[src/rtl/u_alu_divider_pkg.sv]
// Shared types and helpers for the iterative RV32M divide/remainder unit.
// Holds the operation encodings, FSM state codes and operand width.
package u_alu_divider_pkg;

  localparam int DATA_WIDTH = 32;
  localparam int ITER_CNT_W = 6;

  typedef logic [DATA_WIDTH-1:0] word_t;

  localparam word_t WORD_MIN = {1'b1, {(DATA_WIDTH-1){1'b0}}};

  typedef enum logic [1:0] {
    DIV_OP_DIV  = 2'b00,
    DIV_OP_DIVU = 2'b01,
    DIV_OP_REM  = 2'b10,
    DIV_OP_REMU = 2'b11
  } div_op_e;

  typedef enum logic [1:0] {
    DIV_ST_IDLE = 2'd0,
    DIV_ST_ITER = 2'd1,
    DIV_ST_FIN  = 2'd2
  } div_state_e;

  function automatic logic op_is_signed(input div_op_e op);
    return ~op[0];
  endfunction

  function automatic logic op_is_rem(input div_op_e op);
    return op[1];
  endfunction

  function automatic word_t neg_if(input logic neg, input word_t v);
    return neg ? word_t'(-v) : v;
  endfunction

endpackage

[src/rtl/u_alu_divider_if.sv]
// Request/response bundle between the IEX stage (master) and the divider (slave).
interface u_alu_divider_if;
  import u_alu_divider_pkg::*;

  logic        start;
  logic        flush;
  logic [1:0]  div_op;
  word_t       div_data_in_1;
  word_t       div_data_in_2;
  logic        busy;
  logic        done;
  word_t       div_data_out;

  modport master (
    output start, flush, div_op, div_data_in_1, div_data_in_2,
    input  busy, done, div_data_out
  );

  modport slave (
    input  start, flush, div_op, div_data_in_1, div_data_in_2,
    output busy, done, div_data_out
  );

endinterface

[src/rtl/u_div_step.sv]
// One restoring-division step: shift {rem,quo} left, trial-subtract the divisor,
// keep the difference and set the new quotient bit when it does not borrow.
module u_div_step
  import u_alu_divider_pkg::*;
(
  input  word_t rem_i,
  input  word_t quo_i,
  input  word_t divisor_i,
  output word_t rem_o,
  output word_t quo_o
);

  logic [DATA_WIDTH:0] rem_sh;
  logic                take_trial;
  word_t               trial;

  assign rem_sh     = {rem_i, quo_i[DATA_WIDTH-1]};
  // The true difference always fits in a word when it is kept, so wrapping is harmless.
  assign take_trial = (rem_sh >= {1'b0, divisor_i});
  assign trial      = rem_sh[DATA_WIDTH-1:0] - divisor_i;

  assign rem_o = take_trial ? trial : rem_sh[DATA_WIDTH-1:0];
  assign quo_o = {quo_i[DATA_WIDTH-2:0], take_trial};

endmodule

[src/rtl/u_alu_divider.sv]
// Iterative RV32M DIV/DIVU/REM/REMU unit: FSM, iteration counter, operand
// registers and sign fix-up around a combinational restoring step.
module u_alu_divider
  import u_alu_divider_pkg::*;
(
  input  logic           clk,
  input  logic           rst,
  u_alu_divider_if.slave div_if
);

  div_state_e              state_q, state_d;
  logic [ITER_CNT_W-1:0]   cnt_q, cnt_d;
  word_t                   rem_q, rem_d;
  word_t                   quo_q, quo_d;
  word_t                   dvs_q, dvs_d;
  word_t                   out_q, out_d;
  div_op_e                 op_q, op_d;
  logic                    neg_quo_q, neg_quo_d;
  logic                    neg_rem_q, neg_rem_d;
  logic                    fast_q, fast_d;
  logic                    done_q, done_d;

  word_t   step_rem, step_quo;
  div_op_e op_in;
  logic    signed_in, div_by_zero, overflow;
  word_t   abs_a, abs_b;

  assign op_in       = div_op_e'(div_if.div_op);
  assign signed_in   = op_is_signed(op_in);
  assign abs_a       = neg_if(signed_in & div_if.div_data_in_1[DATA_WIDTH-1], div_if.div_data_in_1);
  assign abs_b       = neg_if(signed_in & div_if.div_data_in_2[DATA_WIDTH-1], div_if.div_data_in_2);
  assign div_by_zero = (div_if.div_data_in_2 == '0);
  assign overflow    = signed_in && (div_if.div_data_in_1 == WORD_MIN) && (div_if.div_data_in_2 == '1);

  u_div_step u_step (
    .rem_i     (rem_q),
    .quo_i     (quo_q),
    .divisor_i (dvs_q),
    .rem_o     (step_rem),
    .quo_o     (step_quo)
  );

  always_comb begin
    // NOTE: every signal gets a default first so no path can infer a latch.
    state_d   = state_q;
    cnt_d     = cnt_q;
    rem_d     = rem_q;
    quo_d     = quo_q;
    dvs_d     = dvs_q;
    out_d     = out_q;
    op_d      = op_q;
    neg_quo_d = neg_quo_q;
    neg_rem_d = neg_rem_q;
    fast_d    = fast_q;
    done_d    = 1'b0;

    if (div_if.flush) begin
      state_d = DIV_ST_IDLE;
      fast_d  = 1'b0;
    end else begin
      unique case (state_q)
        DIV_ST_IDLE: begin
          if (div_if.start) begin
            op_d  = op_in;
            dvs_d = abs_b;
            cnt_d = '0;
            // Special cases load final results directly; no sign fix-up applies.
            if (div_by_zero || overflow) begin
              quo_d     = div_by_zero ? '1 : WORD_MIN;
              rem_d     = div_by_zero ? div_if.div_data_in_1 : '0;
              neg_quo_d = 1'b0;
              neg_rem_d = 1'b0;
              fast_d    = 1'b1;
              state_d   = DIV_ST_FIN;
            end else begin
              quo_d     = abs_a;
              rem_d     = '0;
              neg_quo_d = signed_in & (div_if.div_data_in_1[DATA_WIDTH-1] ^ div_if.div_data_in_2[DATA_WIDTH-1]);
              neg_rem_d = signed_in & div_if.div_data_in_1[DATA_WIDTH-1];
              state_d   = DIV_ST_ITER;
            end
          end
        end
        DIV_ST_ITER: begin
          rem_d = step_rem;
          quo_d = step_quo;
          cnt_d = cnt_q + 1'b1;
          if (cnt_q == ITER_CNT_W'(DATA_WIDTH - 1)) state_d = DIV_ST_FIN;
        end
        DIV_ST_FIN: begin
          // The fast path spends one extra FIN cycle so its done lands two edges after accept.
          if (fast_q) begin
            fast_d = 1'b0;
          end else begin
            out_d   = op_is_rem(op_q) ? neg_if(neg_rem_q, rem_q) : neg_if(neg_quo_q, quo_q);
            done_d  = 1'b1;
            state_d = DIV_ST_IDLE;
          end
        end
        default: state_d = DIV_ST_IDLE;
      endcase
    end
  end

  always_ff @(posedge clk or posedge rst) begin
    if (rst) begin
      state_q   <= DIV_ST_IDLE;
      cnt_q     <= '0;
      rem_q     <= '0;
      quo_q     <= '0;
      dvs_q     <= '0;
      out_q     <= '0;
      op_q      <= DIV_OP_DIV;
      neg_quo_q <= 1'b0;
      neg_rem_q <= 1'b0;
      fast_q    <= 1'b0;
      done_q    <= 1'b0;
    end else begin
      // NOTE: non-blocking so every register samples pre-edge values.
      state_q   <= state_d;
      cnt_q     <= cnt_d;
      rem_q     <= rem_d;
      quo_q     <= quo_d;
      dvs_q     <= dvs_d;
      out_q     <= out_d;
      op_q      <= op_d;
      neg_quo_q <= neg_quo_d;
      neg_rem_q <= neg_rem_d;
      fast_q    <= fast_d;
      done_q    <= done_d;
    end
  end

  assign div_if.busy         = (state_q != DIV_ST_IDLE);
  assign div_if.done         = done_q;
  assign div_if.div_data_out = out_q;

endmodule

[src/flat_wrapper.sv]
// flat-port wrapper written by rule: the top's interface ports become plain ports
module u_alu_divider_flat import u_alu_divider_pkg::*;
  (clk, rst, div_if_start, div_if_flush, div_if_div_op, div_if_div_data_in_1, div_if_div_data_in_2, div_if_busy, div_if_done, div_if_div_data_out);
  u_alu_divider_if div_if_i ();
  input  logic clk;
  input  logic rst;
  input wire logic [$bits(div_if_i.start)-1:0] div_if_start;
  input wire logic [$bits(div_if_i.flush)-1:0] div_if_flush;
  input wire logic [$bits(div_if_i.div_op)-1:0] div_if_div_op;
  input wire logic [$bits(div_if_i.div_data_in_1)-1:0] div_if_div_data_in_1;
  input wire logic [$bits(div_if_i.div_data_in_2)-1:0] div_if_div_data_in_2;
  output wire logic [$bits(div_if_i.busy)-1:0] div_if_busy;
  output wire logic [$bits(div_if_i.done)-1:0] div_if_done;
  output wire logic [$bits(div_if_i.div_data_out)-1:0] div_if_div_data_out;
  assign div_if_i.start = div_if_start;
  assign div_if_i.flush = div_if_flush;
  assign div_if_i.div_op = div_if_div_op;
  assign div_if_i.div_data_in_1 = div_if_div_data_in_1;
  assign div_if_i.div_data_in_2 = div_if_div_data_in_2;
  assign div_if_busy = div_if_i.busy;
  assign div_if_done = div_if_i.done;
  assign div_if_div_data_out = div_if_i.div_data_out;
  u_alu_divider u_core (.clk(clk), .rst(rst), .div_if(div_if_i));
endmodule
[config.mk]
export PLATFORM = sky130hd
export DESIGN_NAME = u_alu_divider_flat
export DESIGN_NICKNAME = d
export VERILOG_FILES = /design/src/rtl/u_alu_divider_pkg.sv /design/src/rtl/u_alu_divider_if.sv /design/src/rtl/u_div_step.sv /design/src/rtl/u_alu_divider.sv /design/src/flat_wrapper.sv
export SDC_FILE = /design/constraint.sdc
export NUM_CORES = 1
export LEC_CHECK = 0
export ABC_CLOCK_PERIOD_IN_PS = 13840
export CORE_UTILIZATION = 55
export CTS_BUF_LIST = sky130_fd_sc_hd__clkbuf_8 sky130_fd_sc_hd__clkbuf_16
export DETAILED_ROUTE_END_ITERATION = 8
export GPL_TIMING_DRIVEN = 0
export PLACE_DENSITY_LB_ADDON = 0.08
export SYNTH_ARGS = -nofsm -noshare
export SYNTH_HDL_FRONTEND = slang
export SYNTH_SLANG_ARGS = --single-unit
export TNS_END_PERCENT = 30
[constraint.sdc]
create_clock -name clk -period 13.84 [get_ports clk]
set_clock_uncertainty 0.2 [all_clocks]
set_input_delay 2.768 -clock clk [delete_from_list [all_inputs] [get_ports clk]]
set_output_delay 2.768 -clock clk [all_outputs]
set_load 0.05 [all_outputs]
==> summary.txt <==
# Max-Cap Violations = 0
Total Wirelength = 38100 um
via count = 11200
Critical Path AT = 6590 ps
Crit-path slowest cell = or3b_2
number of antenna diodes = 0
fillers = 1794
CTS Hold Bufs = 0
Placed Cells = 1768
RSZ-0062 raised after global routing = false
CTS sink cnt = 141
Hold Path End = u_core.div_if.div_data_out[0]
die height = 142 um
DR vias/cell = 6.25
GP Congestion = 1.01
depth of the worst register-to-register path = 14
hpwl dp = 30200 um
synth cell count leaders = nand2_1, dfrtp_1, o21ai_0
cells after synthesis = 1400
Total Power = 3200 uW
CTS tree = done
Syn Nets = 1509
Finished Cell Area = 0.0128 sq mm
FF-to-FF End = u_core.quo_q[0]
post-layout net count = 1631
first-pass detailed-route iteration total = 6
synthesized cell area = 0.0108 sq mm
Tmin final = 6450 ps
worst rel slew slack = 40.5%
status = completed
area leader, netlist = dfrtp_1
Port Buffer Count = 102
CP Data Required Time = 13990 ps
postcts setup bufs = 0
Final period util = 46.6%
final setup fails = 0
crit-path most repeated cell = nand3_1
share of the synthesized area in the top cell type = 32.5%
Cell Pwr Density = 249 mW/mm^2
FMAX = 0.155 GHz
clk root buf = clkbuf_16
Post-synth EDFFs = 0
P&R area growth vs syn = 18.4%
post_cts resized = 0
Yosys cell types = 64
DRC = 0
worst path cell trace = clkdlybuf4s50_1, inv_1, ha_1, or3b_2, nor3_2, nand3_1, nor2_2, nand3_1, or2_2, nor2_2, buf_4, nand3_1, o211ai_1
Worst Setup End Kind = flip-flop
Max FO, Critical Path = 10
Core ar. = 0.0194 sq mm
Inserted Clock Buffers = 17
Post-Layout Cell Count = 1800
kind of critical path = input port to flip-flop
maximum vdd drop = 0.121 mV
Slew Viols, Final = 0
Seq/Total Area, Yosys = 32.5%
top cells by area, synth = dfrtp_1, o21ai_0, a21oi_1
crit-path max cell delay = 480 ps
worst hold start = u_core.div_if.div_data_out[0]
DRT iter0 DRCs = 1181
DRT antenna net count = 0
Clock Path Buffers = 2
vias in the first global route = 10300
grt total ovfl = 0
DR WL/cell = 21.2 um
die width = 142 um
Setup TNS = 0 ps
Synth Register Bits = 141
Worst Setup Start Kind = input port
final hold vios = 0
top_reg_cell synth = dfrtp_1
R2R Setup Slk = 9860 ps
largest net degree at the start of global routing = 99
syn_area_per_cell = 7.75 sq um
die area = 0.0203 sq mm
Hold Path Stages = 2
asr flop ratio synth = 100%
Clock Pin Slew Worst Setup and Hold Paths = 60 ps
actual slew at the worst max-slew pin = 884 ps
share of cells above drive strength 1 = 4.30%
reg2reg start = u_core.dvs_q[1]
hold slack = 280 ps
Leak = 0.00528 uW
Tot GR Track Use = 38.4%
Worst-Skew Late Latency = 440 ps
H-tree depth = 4
initial antenna violation count = 0
most frequent cell after synthesis = nand2_1
# rows = 51
Initial Utilization = 55.9%
Hold Path Class = flip-flop to flip-flop
placed inst area = 0.0122 sq mm
Syn. warnings = 0
IO Count = 104
first-pass GRT wire length = 58000 um
==> registers in the layout (all words and copies together), names as in the netlist <==
signal / count
u_core.op_q: 1
u_core.cnt_q: 6
u_core.rem_q: 32
u_core.div_if.done: 1
u_core.quo_q: 32
u_core.state_q: 2
u_core.neg_rem_q: 1
u_core.div_if.div_data_out: 32
u_core.fast_q: 1
u_core.neg_quo_q: 1
u_core.dvs_q: 32
==> power breakdown <==
part           internal [uW]  switching [uW]  total [uW]
Combinational            719            1160        1880
Clock                    278             208         486
Sequential               583             250         834
Total                   1580            1620        3200
==> cells by family after synthesis <==
group	Yosys count	synth area share [%]
AOI/OAI and AO/OA	449	24.9
xor gates and xnor gates	143	11.5
adders and majority gates	39	4.57
buffers and inverters	140	5.27
DFF	141	32.5
muxes	8	0.761
and+or+nand+nor	480	20.4
==> how the worst max path moves through the flow <==
stage	start	end	slack, ps	depth (start not counted)
after global placement	rst	u_core.quo_q[13]	5060	2
after floorplan	rst	u_core.cnt_q[0]	7090	1
after detailed placement	div_if_div_data_in_2[0]	u_core.rem_q[11]	7140	13
after CTS	div_if_div_data_in_2[0]	u_core.rem_q[11]	7580	13
after global routing	div_if_div_data_in_2[0]	u_core.rem_q[11]	7290	13
final	div_if_div_data_in_2[0]	u_core.rem_q[11]	7390	13
==> layout make-up <==
type                       count  area [sq um]  share of cell area (%)
multi-input combinational   1119          6750                    52.5
sequential                   141          3530                    27.5
timing repair buffer         103          1050                    8.16
clock buffer                  18           439                    3.42
buffer                        85           365                    2.84
tap                          265           332                    2.58
inverter                      55           211                    1.65
clock inverter                14           171                    1.33
==> cell usage in the layout (no fill, tap or decap), types with 4 or more instances in the layout <==
cell / count
a211oi_1: 12
a21boi_0: 4
a21o_1: 16
a21oi_1: 134
a221oi_1: 10
a22oi_1: 11
a31oi_1: 24
and3_1: 10
buf_1: 6
clkbuf_1: 71
clkbuf_16: 17
clkdlybuf4s50_1: 102
dfrtp_1: 141
ha_1: 38
inv_1: 54
inv_6: 6
inv_8: 4
mux2i_1: 6
nand2_1: 165
nand2b_1: 15
nand3_1: 26
nand4_1: 20
nor2_1: 137
nor2b_1: 9
nor3_1: 41
nor4_1: 14
o211ai_1: 8
o21a_1: 7
o21ai_0: 140
o21ai_1: 9
o22ai_1: 10
o31a_1: 4
o31ai_1: 26
o41ai_1: 12
or3_1: 17
or4_1: 5
xnor2_1: 75
xor2_1: 68
==> routing by layer <==
| metal | part of all wire [%] | track usage [%] | routed length [um] |
|---|---|---|---|
| met5 | 0 | 0 | 0 |
| met1 | 43 | 53.5 | 16500 |
| met3 | 11 | 11.3 | 4230 |
| met2 | 42 | 55.7 | 15900 |
| met4 | 3.8 | 15.2 | 1430 |
==> critical path: cells and delay by family <==
family	cells	cell delay, ps
simple gates	8	2570
buf+inv	3	860
fa+ha+maj	1	190
compound gates	1	180
==> per-stage QoR <==
stage,setup WS (ps),utilization (%)
after global placement,5060,62.9
after CTS,7580,66.2
after global routing,7290,66.2
after detailed placement,7140,63.1
after floorplan,7090,-
final,7390,66.2
No activity file was read; power rests on OpenSTA's default activity.
